$ cat src/rtl/pipe_pkg.sv
// Shared pipeline definitions: default widths, reset PC, sequencer states and
// redirect source codes.
package pipe_pkg;

  localparam int          XLEN     = 32;
  localparam logic [31:0] RESET_PC = 32'h0000_0000;

  typedef enum logic [1:0] {
    ST_BOOT = 2'd0,
    ST_RUN  = 2'd1,
    ST_HOLD = 2'd2
  } pc_state_e;

  typedef enum logic [1:0] {
    SRC_NONE = 2'd0,
    SRC_TRAP = 2'd1,
    SRC_BR   = 2'd2,
    SRC_JAL  = 2'd3
  } redir_src_e;

endpackage

$ cat src/rtl/redirect_prio.sv
// Combinational redirect arbiter: trap beats taken branch beats JAL.
module redirect_prio
  import pipe_pkg::*;
#(
  parameter int XLEN = pipe_pkg::XLEN
) (
  input  logic             trap_valid,
  input  logic [XLEN-1:0]  trap_target,
  input  logic             br_valid,
  input  logic             br_taken,
  input  logic [XLEN-1:0]  br_target,
  input  logic             jal_valid,
  input  logic [XLEN-1:0]  jal_target,
  output redir_src_e       src,
  output logic [XLEN-1:0]  target
);

  always_comb begin
    src    = SRC_NONE;
    target = '0;
    if (trap_valid) begin
      src    = SRC_TRAP;
      target = trap_target;
    end else if (br_valid && br_taken) begin
      src    = SRC_BR;
      target = br_target;
    end else if (jal_valid) begin
      src    = SRC_JAL;
      target = jal_target;
    end
  end

endmodule

$ cat src/rtl/pc_redirect_ctrl.sv
// Next-PC sequencer: picks sequential PC or a prioritised redirect, and parks a
// redirect in HOLD until IF is ready so producers never have to retry.
module pc_redirect_ctrl
  import pipe_pkg::*;
#(
  parameter int              XLEN     = pipe_pkg::XLEN,
  parameter logic [XLEN-1:0] RESET_PC = XLEN'(pipe_pkg::RESET_PC),
  parameter int              CNT_W    = 16
) (
  input  logic              clk,
  input  logic              rst,
  input  logic [XLEN-1:0]   if_id_pc_out,
  input  logic              if_ready,
  input  logic              ex_br_valid,
  input  logic              ex_br_taken,
  input  logic [XLEN-1:0]   ex_br_target,
  input  logic              id_jal_valid,
  input  logic [XLEN-1:0]   id_jal_target,
  input  logic              trap_valid,
  input  logic [XLEN-1:0]   trap_target,
  output logic [XLEN-1:0]   id_if_pc_in,
  output logic              pc_load,
  output logic              flush_if_id,
  output logic              flush_id_ex,
  output logic              redirect_pending,
  output logic [CNT_W-1:0]  redirect_cnt
);

  pc_state_e         state_q, state_d;
  logic [XLEN-1:0]   held_pc_q, held_pc_d;
  logic [CNT_W-1:0]  redirect_cnt_q, redirect_cnt_d;

  redir_src_e        ev_src;
  logic [XLEN-1:0]   ev_target;
  logic [XLEN-1:0]   seq_pc;

  redirect_prio #(.XLEN(XLEN)) u_prio (
    .trap_valid  (trap_valid),
    .trap_target (trap_target),
    .br_valid    (ex_br_valid),
    .br_taken    (ex_br_taken),
    .br_target   (ex_br_target),
    .jal_valid   (id_jal_valid),
    .jal_target  (id_jal_target),
    .src         (ev_src),
    .target      (ev_target)
  );

  assign seq_pc       = if_id_pc_out + XLEN'(4);
  assign redirect_cnt = redirect_cnt_q;

  always_comb begin
    state_d          = state_q;
    held_pc_d        = held_pc_q;
    redirect_cnt_d   = redirect_cnt_q;
    id_if_pc_in      = held_pc_q;
    pc_load          = 1'b0;
    flush_if_id      = 1'b0;
    flush_id_ex      = 1'b0;
    redirect_pending = 1'b0;

    unique case (state_q)
      ST_BOOT: begin
        pc_load = if_ready;
        if (ev_src != SRC_NONE) begin
          // An early redirect simply replaces the boot address.
          id_if_pc_in    = ev_target;
          held_pc_d      = ev_target;
          redirect_cnt_d = redirect_cnt_q + CNT_W'(1);
          flush_if_id    = 1'b1;
          flush_id_ex    = (ev_src != SRC_JAL);
        end
        if (if_ready) state_d = ST_RUN;
      end
      ST_RUN: begin
        if (ev_src != SRC_NONE) begin
          id_if_pc_in    = ev_target;
          redirect_cnt_d = redirect_cnt_q + CNT_W'(1);
          flush_if_id    = 1'b1;
          flush_id_ex    = (ev_src != SRC_JAL);
          pc_load        = if_ready;
          if (!if_ready) begin
            held_pc_d = ev_target;
            state_d   = ST_HOLD;
          end
        end else begin
          id_if_pc_in = seq_pc;
          pc_load     = if_ready;
        end
      end
      ST_HOLD: begin
        // Branch/JAL requests here come from squashed instructions.
        redirect_pending = 1'b1;
        flush_if_id      = 1'b1;
        pc_load          = if_ready;
        if (trap_valid) begin
          flush_id_ex    = 1'b1;
          redirect_cnt_d = redirect_cnt_q + CNT_W'(1);
          if (if_ready) begin
            id_if_pc_in = trap_target;
            state_d     = ST_RUN;
          end else begin
            held_pc_d = trap_target;
          end
        end else if (if_ready) begin
          state_d = ST_RUN;
        end
      end
      default: begin
        state_d = ST_BOOT;
      end
    endcase

    // Keep IF quiet while reset is held, whatever the request inputs do.
    if (!rst) begin
      id_if_pc_in      = RESET_PC;
      pc_load          = 1'b0;
      flush_if_id      = 1'b0;
      flush_id_ex      = 1'b0;
      redirect_pending = 1'b0;
    end
  end

  always_ff @(posedge clk or negedge rst) begin
    if (!rst) begin
      state_q        <= ST_BOOT;
      held_pc_q      <= RESET_PC;
      redirect_cnt_q <= '0;
    end else begin
      state_q        <= state_d;
      held_pc_q      <= held_pc_d;
      redirect_cnt_q <= redirect_cnt_d;
    end
  end

endmodule

$ cat config.mk
export PLATFORM = sky130hd
export DESIGN_NAME = pc_redirect_ctrl
export DESIGN_NICKNAME = d
export VERILOG_FILES = /design/src/rtl/pipe_pkg.sv /design/src/rtl/redirect_prio.sv /design/src/rtl/pc_redirect_ctrl.sv
export SDC_FILE = /design/constraint.sdc
export NUM_CORES = 1
export LEC_CHECK = 0
export CAP_MARGIN = 25
export CORE_ASPECT_RATIO = 1.4
export CORE_UTILIZATION = 51
export CTS_CLUSTER_SIZE = 16
export DETAILED_ROUTE_END_ITERATION = 6
export PLACE_DENSITY_LB_ADDON = 0.05
export SYNTH_ARGS = -nofsm -noshare
export SYNTH_HDL_FRONTEND = slang
export SYNTH_SLANG_ARGS = --single-unit
$ cat constraint.sdc
create_clock -name clk -period 4.7 [get_ports clk]
set_input_delay 0.47 -clock clk [delete_from_list [all_inputs] [get_ports clk]]
set_output_delay 0.47 -clock clk [all_outputs]
set_load 0.03 [all_outputs]
==> results of run 1 <==
==> power groups by stage <==
stage,sequential [mW],combinational [mW],clock [mW]
6_report,0.823,2.24,0.404
4_1_cts,0.810,2.18,0.401
3_5_place_dp,0.817,2.17,0
2_1_floorplan,0.825,1.37,0
3_3_place_gp,0.800,2.09,0
5_1_grt,0.845,2.37,0.420
==> worst max-delay path by stage <==
stage / from / end / slack (ns) / cells after the start
5_1_grt: ex_br_valid / id_if_pc_in[15] / 0.80 / 11
4_1_cts: ex_br_valid / id_if_pc_in[15] / 0.93 / 11
2_1_floorplan: trap_valid / id_if_pc_in[15] / 1.42 / 10
3_5_place_dp: ex_br_valid / id_if_pc_in[15] / 0.94 / 11
3_3_place_gp: ex_br_valid / id_if_pc_in[15] / 1.02 / 11
6_report: ex_br_valid / id_if_pc_in[15] / 0.88 / 11
==> kinds of logic after synthesis <==
family / count (synthesis) / synth area share [%]
AO/OA/AOI/OAI: 251 / 32.1
XOR/XNOR: 37 / 5.83
buffers and inverters: 79 / 5.85
multiplexers: 31 / 6.26
flip-flops: 50 / 22.5
adder cells (fa/ha/maj): 7 / 1.58
AND/OR/NAND/NOR: 297 / 25.9
==> metrics by stage <==
step                      hold WS [ns]  area [um^2]
after floorplan                  0.174         5560
after global placement           0.454         7500
after detailed placement         0.489         7500
after CTS                        0.230         7650
after global routing             0.272         7650
final                            0.220         7650
==> metal layers <==
| metal | vias up | track usage, % | routed length, um |
|---|---|---|---|
| li1 | 3157 | - | - |
| met4 | 0 | 19.6 | 1100 |
| met5 | - | 0 | 0 |
| met1 | 3333 | 47.1 | 8470 |
| met2 | 536 | 65.6 | 10700 |
| met3 | 94 | 6.81 | 2360 |
==> cell type report <==
class / count / area [um^2]
multi-input combinational: 623 / 4000
clock buffer: 5 / 125
sequential: 50 / 1250
inverter: 14 / 52.6
tap: 138 / 173
timing repair buffer: 204 / 2020
clock inverter: 3 / 28.8
fill: 830 / 2810
==> registers in the layout, indices dropped and copies added, names as in the netlist <==
name	cells
redirect_cnt	16
state_q	2
held_pc_q	32
==> worst register-to-register path: cells and delay by family (launching register included) <==
| kind | cells | cell delay (ns) |
|---|---|---|
| AO/OA/AOI/OAI | 4 | 0.99 |
| buffers and inverters | 3 | 0.65 |
| AND/OR/NAND/NOR | 1 | 0.59 |
| flip-flops | 1 | 0.44 |
| adder cells (fa/ha/maj) | 1 | 0.20 |
==> synth_stat cells (12+ instances only) <==
| library cell | count | area, um^2 |
|---|---|---|
| nor3_1 | 13 | 65.1 |
| nor2_1 | 49 | 184 |
| a221o_1 | 41 | 410 |
| dfrtp_1 | 50 | 1250 |
| xnor2_1 | 19 | 166 |
| a21oi_1 | 43 | 215 |
| o21ai_0 | 42 | 210 |
| nand3_1 | 28 | 140 |
| xor2_1 | 18 | 158 |
| clkbuf_1 | 48 | 180 |
| o21ai_1 | 27 | 135 |
| a221oi_1 | 28 | 245 |
| nand4_1 | 12 | 75.1 |
| and3_1 | 43 | 269 |
| nand2_1 | 114 | 428 |
| mux2_2 | 27 | 304 |
==> layout by cell type, fill, tap and decap left out, drive strengths merged, types with 3 or more instances in the layout <==
| master | n |
|---|---|
| clkdlybuf4s50 | 152 |
| nand2 | 115 |
| o21ai | 69 |
| buf | 52 |
| dfrtp | 50 |
| nor2 | 49 |
| and3 | 43 |
| a21oi | 43 |
| a221o | 41 |
| mux2 | 30 |
| nand3 | 28 |
| a221oi | 28 |
| xnor2 | 19 |
| xor2 | 18 |
| inv | 15 |
| nor3 | 13 |
| nand4 | 13 |
| a22oi | 10 |
| o221ai | 10 |
| a31oi | 10 |
| nor4 | 10 |
| nand2b | 9 |
| o22ai | 8 |
| and2 | 8 |
| ha | 7 |
| a32o | 6 |
| clkbuf | 5 |
| o21a | 4 |
| and4 | 3 |
| a222oi | 3 |
| a211oi | 3 |
==> metrics.yaml, run 1 <==
status: "finished with violations"
violations: "design-rule violations"
nets: 1040
cts_made_buffers: 5
post_cts_buffers: 0
numPortBuffers: 186
drive_gt1_share_pct: 11.3
r2r-end: "held_pc_q[11]$_DFFE_PN0P_"
grt_max_degree: 62
synthArstFlopShare_pct: 100
path_buf_inv: 3
grt_setup_unrepaired: "false"
fin_skew_ns: 0.00319
report.final.hold_viol_count: 0
tightest_slew_ns: 0.943
wirelength_um: 22600
p_leak_nw: 3.06
setup_slack_ns: 0.880
die_w_um: 90.2
cp_max_fo: 18
start_kind: "primary input"
period_needed_ns: 3.82
max_freq_ghz: 0.262
route.detailed.drc: 9
crit_type: "in -> out"
wl_per_cell_um: 21.8
cts_tree: "built"
rows: 44
n_antenna_cell: 0
place_ws_ns: 0.936
setup_viol: 0
gp_congestion: 0.951
ant_nets: 0
worstHoldPathType: "in -> async"
syn2layout_area_growth_pct: 37.7
syn_inst: 752
core_um2: 10500
dp_hpwl_um: 16000
synthDistinctLibCells: 56
ys_warn_count: 0
yosysSeqAreaShare_pct: 22.5
power.density_nw_per_um2: 452
cp-end-kind: "output port"
grt_pass1_wl_um: 35100
timing.slew.headroom_pct: 37.0
grt_pass1_vias: 6733
start_util_pct: 53.1
p_comb_share_pct: 64.6
grt_usage_pct: 38.8
pin_count: 187
dieArea_um2: 11300
synth_nets: 894
cts_buffer_depth: 2
synth-edff-count: 0
dp_cells: 1029
min_period_over_period_pct: 81.3
num_vias: 7120
switching_power_mw: 1.72
reg2reg_from: "state_q[1]$_DFFE_PN0P_"
worst_r2r_path_depth: 9
antenna_found_initial: 0
drt_iter0_drc: 1017
max_stage_delay_ns: 0.66
final_core_util_pct: 73.2
totalNegativeSetupSlack_ns: 0
reg2reg_slack_ns: 1.71
ys_dominant_reg_cell: "dfrtp_1"
htreeDepth: 2
ctsHoldBuffers: 0
cts_root_buffer: "clkbuf_16"
max_cap_violations: 0
cts_resized: 0
p_seq_share_pct: 23.8
die_h_um: 126
crit_arrival_ns: 3.35
clkSlewWorstSetupHoldPaths_ns: 0.08
switching_share_pct: 49.6
critical-path-top-delay-family: "buffers and inverters"
clock_latency_ns: 0.30
slew_viol_final: 0
cts.sinks: 50
crit_slowest_cell: "and2_1"
finalNonFillerCells: 1037
p_int_mw: 1.74
peakVddDrop_uv: 464
clockPowerShare_pct: 11.7
avgSynthCellArea_um2: 7.39
crit_chain: "clkdlybuf4s50_1 > and2_1 > o21ai_0 > ha_1 > and2_1 > buf_4 > a21oi_1 > o221ai_1 > a221oi_1 > a211oi_1 > buf_4"
avgViaCountPerCell: 6.87
required_ns: 4.23
synth_seq_cells: 50
synth_area_um2: 5560
grt-ovfl-total: 0
drtPass1Iterations: 7
power_mw: 3.46
Power figures use the tool's default switching activity.
==> inputs of run 2 (changes only) <==
Settings changed: CORE_UTILIZATION 51 to 47.
Clock period 4.7 ns to 3.65 ns, I/O delays scaled along.
==> run 2 against run 1 <==
Effect of this change: the flow now finishes without violations; sequential cell count unchanged; total power is 32% higher; routed wire length increased by 5.0%; setup slack got worse by 0.54 ns; register-to-register slack lost 0.61 ns; combinational power up 32%; core utilization is 4.6 points lower; die area rose by 8.3%; clock-buffer cell count is the same; critical path type unchanged; critical endpoint is now id_if_pc_in[17].
==> metrics.yaml, run 2 (synthesis gave the netlist of run 1 again) <==
cts_buffer_depth: 2  # unchanged
required_ns: 3.28  # -0.95 ns
final_cell_mix: "151 x clkdlybuf4s50_1, 114 x nand2_1, 61 x buf_4, 50 x dfrtp_1, 48 x nor2_1"
die_h_um: 131  # +4.1%
fin_skew_ns: 0.00810  # +0.00491 ns
ant_nets: 0  # unchanged
p_comb_share_pct: 64.5  # about the same
largest_register_ffs: 32  # unchanged
nets: 1058  # +1.7%
grt_setup_unrepaired: "false"
period_needed_ns: 3.31
grt_pass1_vias: 6969  # +3.5%
drtPass1Iterations: 7  # unchanged
wirelength_um: 23800  # +5.0%
max_stage_delay_ns: 0.64  # -0.02 ns
p_int_mw: 2.35  # +34%
fillerInstances: 949  # +14%
dp_cells: 1053  # +2.3%
cp_max_fo: 17  # -1
cts.sinks: 50  # unchanged
n_antenna_cell: 0  # unchanged
clock_latency_ns: 0.30  # about the same
cts_made_buffers: 5  # unchanged
crit_top_cell: "buf_4"
cp-end-kind: "output port"
p_leak_nw: 3.15  # +3.2%
htreeDepth: 2  # unchanged
grt-ovfl-total: 0  # unchanged
core_um2: 11400  # +8.9%
start_kind: "primary input"
report.final.hold_viol_count: 0  # unchanged
totalNegativeSetupSlack_ns: 0  # unchanged
clockPowerShare_pct: 12.5  # +0.8 points
post_cts_buffers: 0  # unchanged
antenna_found_initial: 0  # unchanged
die_w_um: 93.9  # +4.1%
drt_iter0_drc: 883  # -13%
dieArea_um2: 12300  # +8.3%
grt_pass1_wl_um: 36000  # +2.7%
slew_viol_final: 0  # unchanged
gp_congestion: 0.959  # +0.81%
p_seq_share_pct: 23.1  # -0.7 points
crit_chain: "clkdlybuf4s50_1 > nand2_1 > buf_4 > and2_1 > buf_4 > a221oi_1 > a211oi_1 > a32o_1 > buf_12"
max_freq_ghz: 0.302
route.detailed.drc: 0  # -9
crit_slowest_cell: "a221oi_1"
peakVddDrop_uv: 410  # -12%
finalNonFillerCells: 1061  # +2.3%
pin_count: 187  # unchanged
syn2layout_area_growth_pct: 40.4
largest-register: "held_pc_q"
cts_root_buffer: "clkbuf_16"
num_vias: 7203  # +1.2%
avgViaCountPerCell: 6.79  # -1.1%
setup_viol: 0  # unchanged
cts_resized: 0  # unchanged
crit_arrival_ns: 2.94  # -0.41 ns
layout_commonest_cell: "clkdlybuf4s50_1"
dp_hpwl_um: 17400  # +8.8%
ctsHoldBuffers: 0  # unchanged
switching_power_mw: 2.22  # +30%
min_period_over_period_pct: 90.7
reg2reg_slack_ns: 1.10  # -0.61 ns
switching_share_pct: 48.7  # -0.94 points
rows: 46  # +4.5%
numPortBuffers: 186  # unchanged
drive_gt1_share_pct: 13.2  # +1.8 points
crit_type: "in -> out"
wl_per_cell_um: 22.4  # +2.6%
tightest_slew_ns: 0.700  # -0.243 ns
clkSlewWorstSetupHoldPaths_ns: 0.08  # about the same
timing.slew.headroom_pct: 52.6  # +16 points
status: "finished clean"
power.density_nw_per_um2: 585  # +29%
start_util_pct: 48.8  # -4.4 points
worstHoldPathType: "in -> async"
cts_tree: "built"
grt_max_degree: 42  # -32%
grt_usage_pct: 38.0  # -0.76 points
max_cap_violations: 0  # unchanged
==> run 2: cell count changes in the layout (fill, tap and decap cells not counted) <==
cell | previous run | this run
clkinv_2 | 0 | 1
inv_8 | 1 | 0
clkinv_4 | 1 | 0
buf_4 | 42 | 61
bufinv_16 | 0 | 1
clkdlybuf4s50_1 | 152 | 151
==> run 2: cell type report <==
class	count	area, um^2	share of cell area (%)
tap	144	180	2.31
multi-input combinational	623	4000	51.2
clock inverter	3	43.8	0.561
timing repair buffer	222	2150	27.6
sequential	50	1250	16.0
clock buffer	5	125	1.60
inverter	14	52.6	0.673
==> run 2: path summary, 6_finish.rpt <==
check | from | end | cells after the start
max | ex_br_valid | id_if_pc_in[17] | 9
min reg2reg | redirect_cnt[15]$_DFFE_PN0P_ | redirect_cnt[15]$_DFFE_PN0P_ | 1
min | rst | held_pc_q[15]$_DFFE_PN0P_ | 1
max reg2reg | state_q[1]$_DFFE_PN0P_ | held_pc_q[4]$_DFFE_PN0P_ | 8
max in group asynchronous | rst | state_q[1]$_DFFE_PN0P_ | 2
min in group clk | redirect_cnt[15]$_DFFE_PN0P_ | redirect_cnt[15]$_DFFE_PN0P_ | 1
==> run 2: metrics by stage <==
step / utilization [%] / hold slack [ns] / setup WS, ns / instance area (um^2) / power [mW]
floorplan: - / 0.0694 / 0.580 / 5560 / 2.82
global placement: 67.0 / 0.345 / 0.475 / 7640 / 3.81
detailed placement: 67.0 / 0.348 / 0.426 / 7640 / 3.93
CTS: 68.5 / 0.0271 / 0.414 / 7810 / 4.50
global route: 68.5 / 0.0407 / 0.238 / 7810 / 4.81
finish: 68.5 / 0.0157 / 0.341 / 7810 / 4.57
==> run 2: power by group through the flow <==
stage | sequential [mW] | combinational (mW) | clock, mW
floorplan | 1.06 | 1.76 | 0
detailed placement | 1.05 | 2.87 | 0
CTS | 1.04 | 2.89 | 0.564
global route | 1.09 | 3.14 | 0.583
global placement | 1.03 | 2.78 | 0
finish | 1.05 | 2.95 | 0.570
==> run 2: worst max-delay path: cells and delay by family <==
family / cells / cell delay (ns)
AO/OA/AOI/OAI: 3 / 1.15
buffers and inverters: 4 / 1.10
AND/OR/NAND/NOR: 2 / 0.30
==> run 2: per-layer routing <==
layer,track usage [%],wire (um)
met5,0,0
met1,45.3,8550
met4,19.6,1030
met2,66.7,11800
met3,4.80,2340
==> inputs of run 3 (changes only) <==
Settings changed: CORE_UTILIZATION 47 to 35, CTS_CLUSTER_DIAMETER from default to 200.
==> run 3 against run 2 <==
Effect of this change: first-iteration DRC count decreased by 26%; sequential share of layout area decreased by 0.18 points; die area grew 34%; via count down 3.7%; highest routed layer unchanged; total power decreased by 1.2%; hold slack gained 0.46 ns; critical path depth up 1; routed wire length increased by 5.2%; global-route usage shrank 7.8 points; largest cell class unchanged.
==> metrics.yaml, run 3 (synthesis gave the netlist of run 1 again) <==
htreeDepth: 2  # unchanged
power_mw: 4.51  # -1.2%
grt-ovfl-total: 0  # unchanged
cts.sinks: 50  # unchanged
drtPass1Iterations: 5  # -2
dpl-instance-area_um2: 7740  # +1.3%
setup_viol: 0  # unchanged
largest_register_ffs: 32  # unchanged
setup_slack_ns: 0.302  # -0.0389 ns
critical-path-top-delay-family: "buffers and inverters"
drt_iter0_drc: 656  # -26%
crit_chain: "clkdlybuf4s50_1 > and2_1 > o21ai_0 > ha_1 > buf_4 > nand2_1 > nor2_1 > o21ai_0 > o22ai_1 > buf_12"
place_ws_ns: 0.348  # -0.0779 ns
crit_type: "in -> out"
wirelength_um: 25000  # +5.2%
totalNegativeSetupSlack_ns: 0  # unchanged
cts_made_buffers: 5  # unchanged
dp_hpwl_um: 19100  # +9.8%
final_cell_mix: "151 x clkdlybuf4s50_1, 114 x nand2_1, 65 x buf_4, 50 x dfrtp_1, 48 x nor2_1"
start_util_pct: 35.8  # -13 points
cts_tree: "built"
max_freq_ghz: 0.299  # -1.2%
core_um2: 15500  # +36%
syn2layout_area_growth_pct: 42.0
route.detailed.drc: 0  # unchanged
cp_max_fo: 9  # -8
ant_nets: 0  # unchanged
largest-register: "held_pc_q"
dieArea_um2: 16400  # +34%
grt_pass1_wl_um: 37500  # +4.0%
grt_setup_unrepaired: "false"
p_leak_nw: 3.17  # +0.40%
period_needed_ns: 3.35  # +0.0389 ns
avgViaCountPerCell: 6.21  # -8.6%
crit_arrival_ns: 2.98  # +0.04 ns
clkSlewWorstSetupHoldPaths_ns: 0.08  # about the same
pin_count: 187  # unchanged
max_cap_violations: 0  # unchanged
path_buf_inv: 3  # -1
status: "finished clean"
die_w_um: 109  # +16%
layout_commonest_cell: "clkdlybuf4s50_1"
grt_pass1_vias: 6700  # -3.9%
grt_max_degree: 39  # -7.1%
crit_slowest_cell: "nor2_1"
required_ns: 3.28  # about the same
nets: 1063  # +0.47%
start_kind: "primary input"
post_cts_buffers: 0  # unchanged
cts_root_buffer: "clkbuf_16"
worstHoldPathType: "reg -> reg"
timing.slew.headroom_pct: 49.8  # -2.8 points
numPortBuffers: 186  # unchanged
n_antenna_cell: 0  # unchanged
antenna_found_initial: 0  # unchanged
max_stage_delay_ns: 0.47  # -0.17 ns
slew_viol_final: 0  # unchanged
die_h_um: 151  # +16%
min_period_over_period_pct: 91.7  # +1.1 points
report.final.hold_viol_count: 0  # unchanged
drive_gt1_share_pct: 13.7  # +0.47 points
cp-end-kind: "output port"
tightest_slew_ns: 0.741  # +0.0413 ns
fin_skew_ns: 0.0105  # +0.00242 ns
power.density_nw_per_um2: 572  # -2.3%
peakVddDrop_uv: 341  # -17%
wl_per_cell_um: 22.4  # -0.16%
clock_latency_ns: 0.31  # about the same
fin_area_um2: 7890  # +1.1%
rows: 54  # +17%
gp_congestion: 0.887  # -7.5%
grt_usage_pct: 30.3  # -7.8 points
cts_buffer_depth: 2  # unchanged
crit_top_cell: "o21ai_0"
num_vias: 6938  # -3.7%
[run 3: cell types whose count changed in the layout (fill, tap and decap cells not counted), sizes merged]
cell         previous run  this run
dlygate4sd3             0         1
bufinv                  1         0
buf                    71        75
inv                    14        15
[run 3: worst paths after layout]
kind                       slack [ns]                    startpoint  depth (start not counted)                      endpoint
setup / recovery                 0.30                   ex_br_valid                         10               id_if_pc_in[25]
hold / removal                   0.47  redirect_cnt[15]$_DFFE_PN0P_                          1  redirect_cnt[15]$_DFFE_PN0P_
setup reg to reg                 0.77        state_q[1]$_DFFE_PN0P_                          9     held_pc_q[12]$_DFFE_PN0P_
hold reg to reg                  0.47  redirect_cnt[15]$_DFFE_PN0P_                          1  redirect_cnt[15]$_DFFE_PN0P_
max in group asynchronous        2.36                           rst                          3     held_pc_q[27]$_DFFE_PN0P_
min in group asynchronous        0.49                           rst                          2  redirect_cnt[15]$_DFFE_PN0P_
[run 3: area by class of cell]
cell class	instances	area, um^2
Timing Repair Buffer	227	2190
Inverter	14	52.6
Clock buffer	5	125
Multi-Input combinational cell	623	4000
Clock inverter	3	22.5
Fill cell	1532	7650
Sequential cell	50	1250
Tap cell	196	245
[run 3: repair_timing]
item / in CTS / in global routing
hold buffers: 1 / 0
endpoints found under the hold margin: 12 / 0
setup endpoints to repair: 0 / 0
gates resized for setup: 0 / 0
[run 3: where the power goes]
group	internal (mW)	switching [mW]	leakage, nW
combinational	1.25	1.70	2.49
sequential	0.795	0.261	0.603
clock	0.259	0.244	0.0746
[run 3: routing by layer]
metal	GRT usage (%)	routed length [um]	vias to the layer above
li1	-	-	3194
met1	37.4	9870	3348
met2	52.3	12400	353
met3	4.17	1850	43
met4	12.2	876	0
met5	0	0	-
[run 3: per-stage QoR]
stage	instances	hold WS [ns]	util, %
floorplan	752	0.0694	-
global placement	1109	0.283	49.8
detailed placement	1109	0.287	49.8
CTS	1118	0.478	50.8
global route	1118	0.509	50.8
finish	1118	0.471	50.8
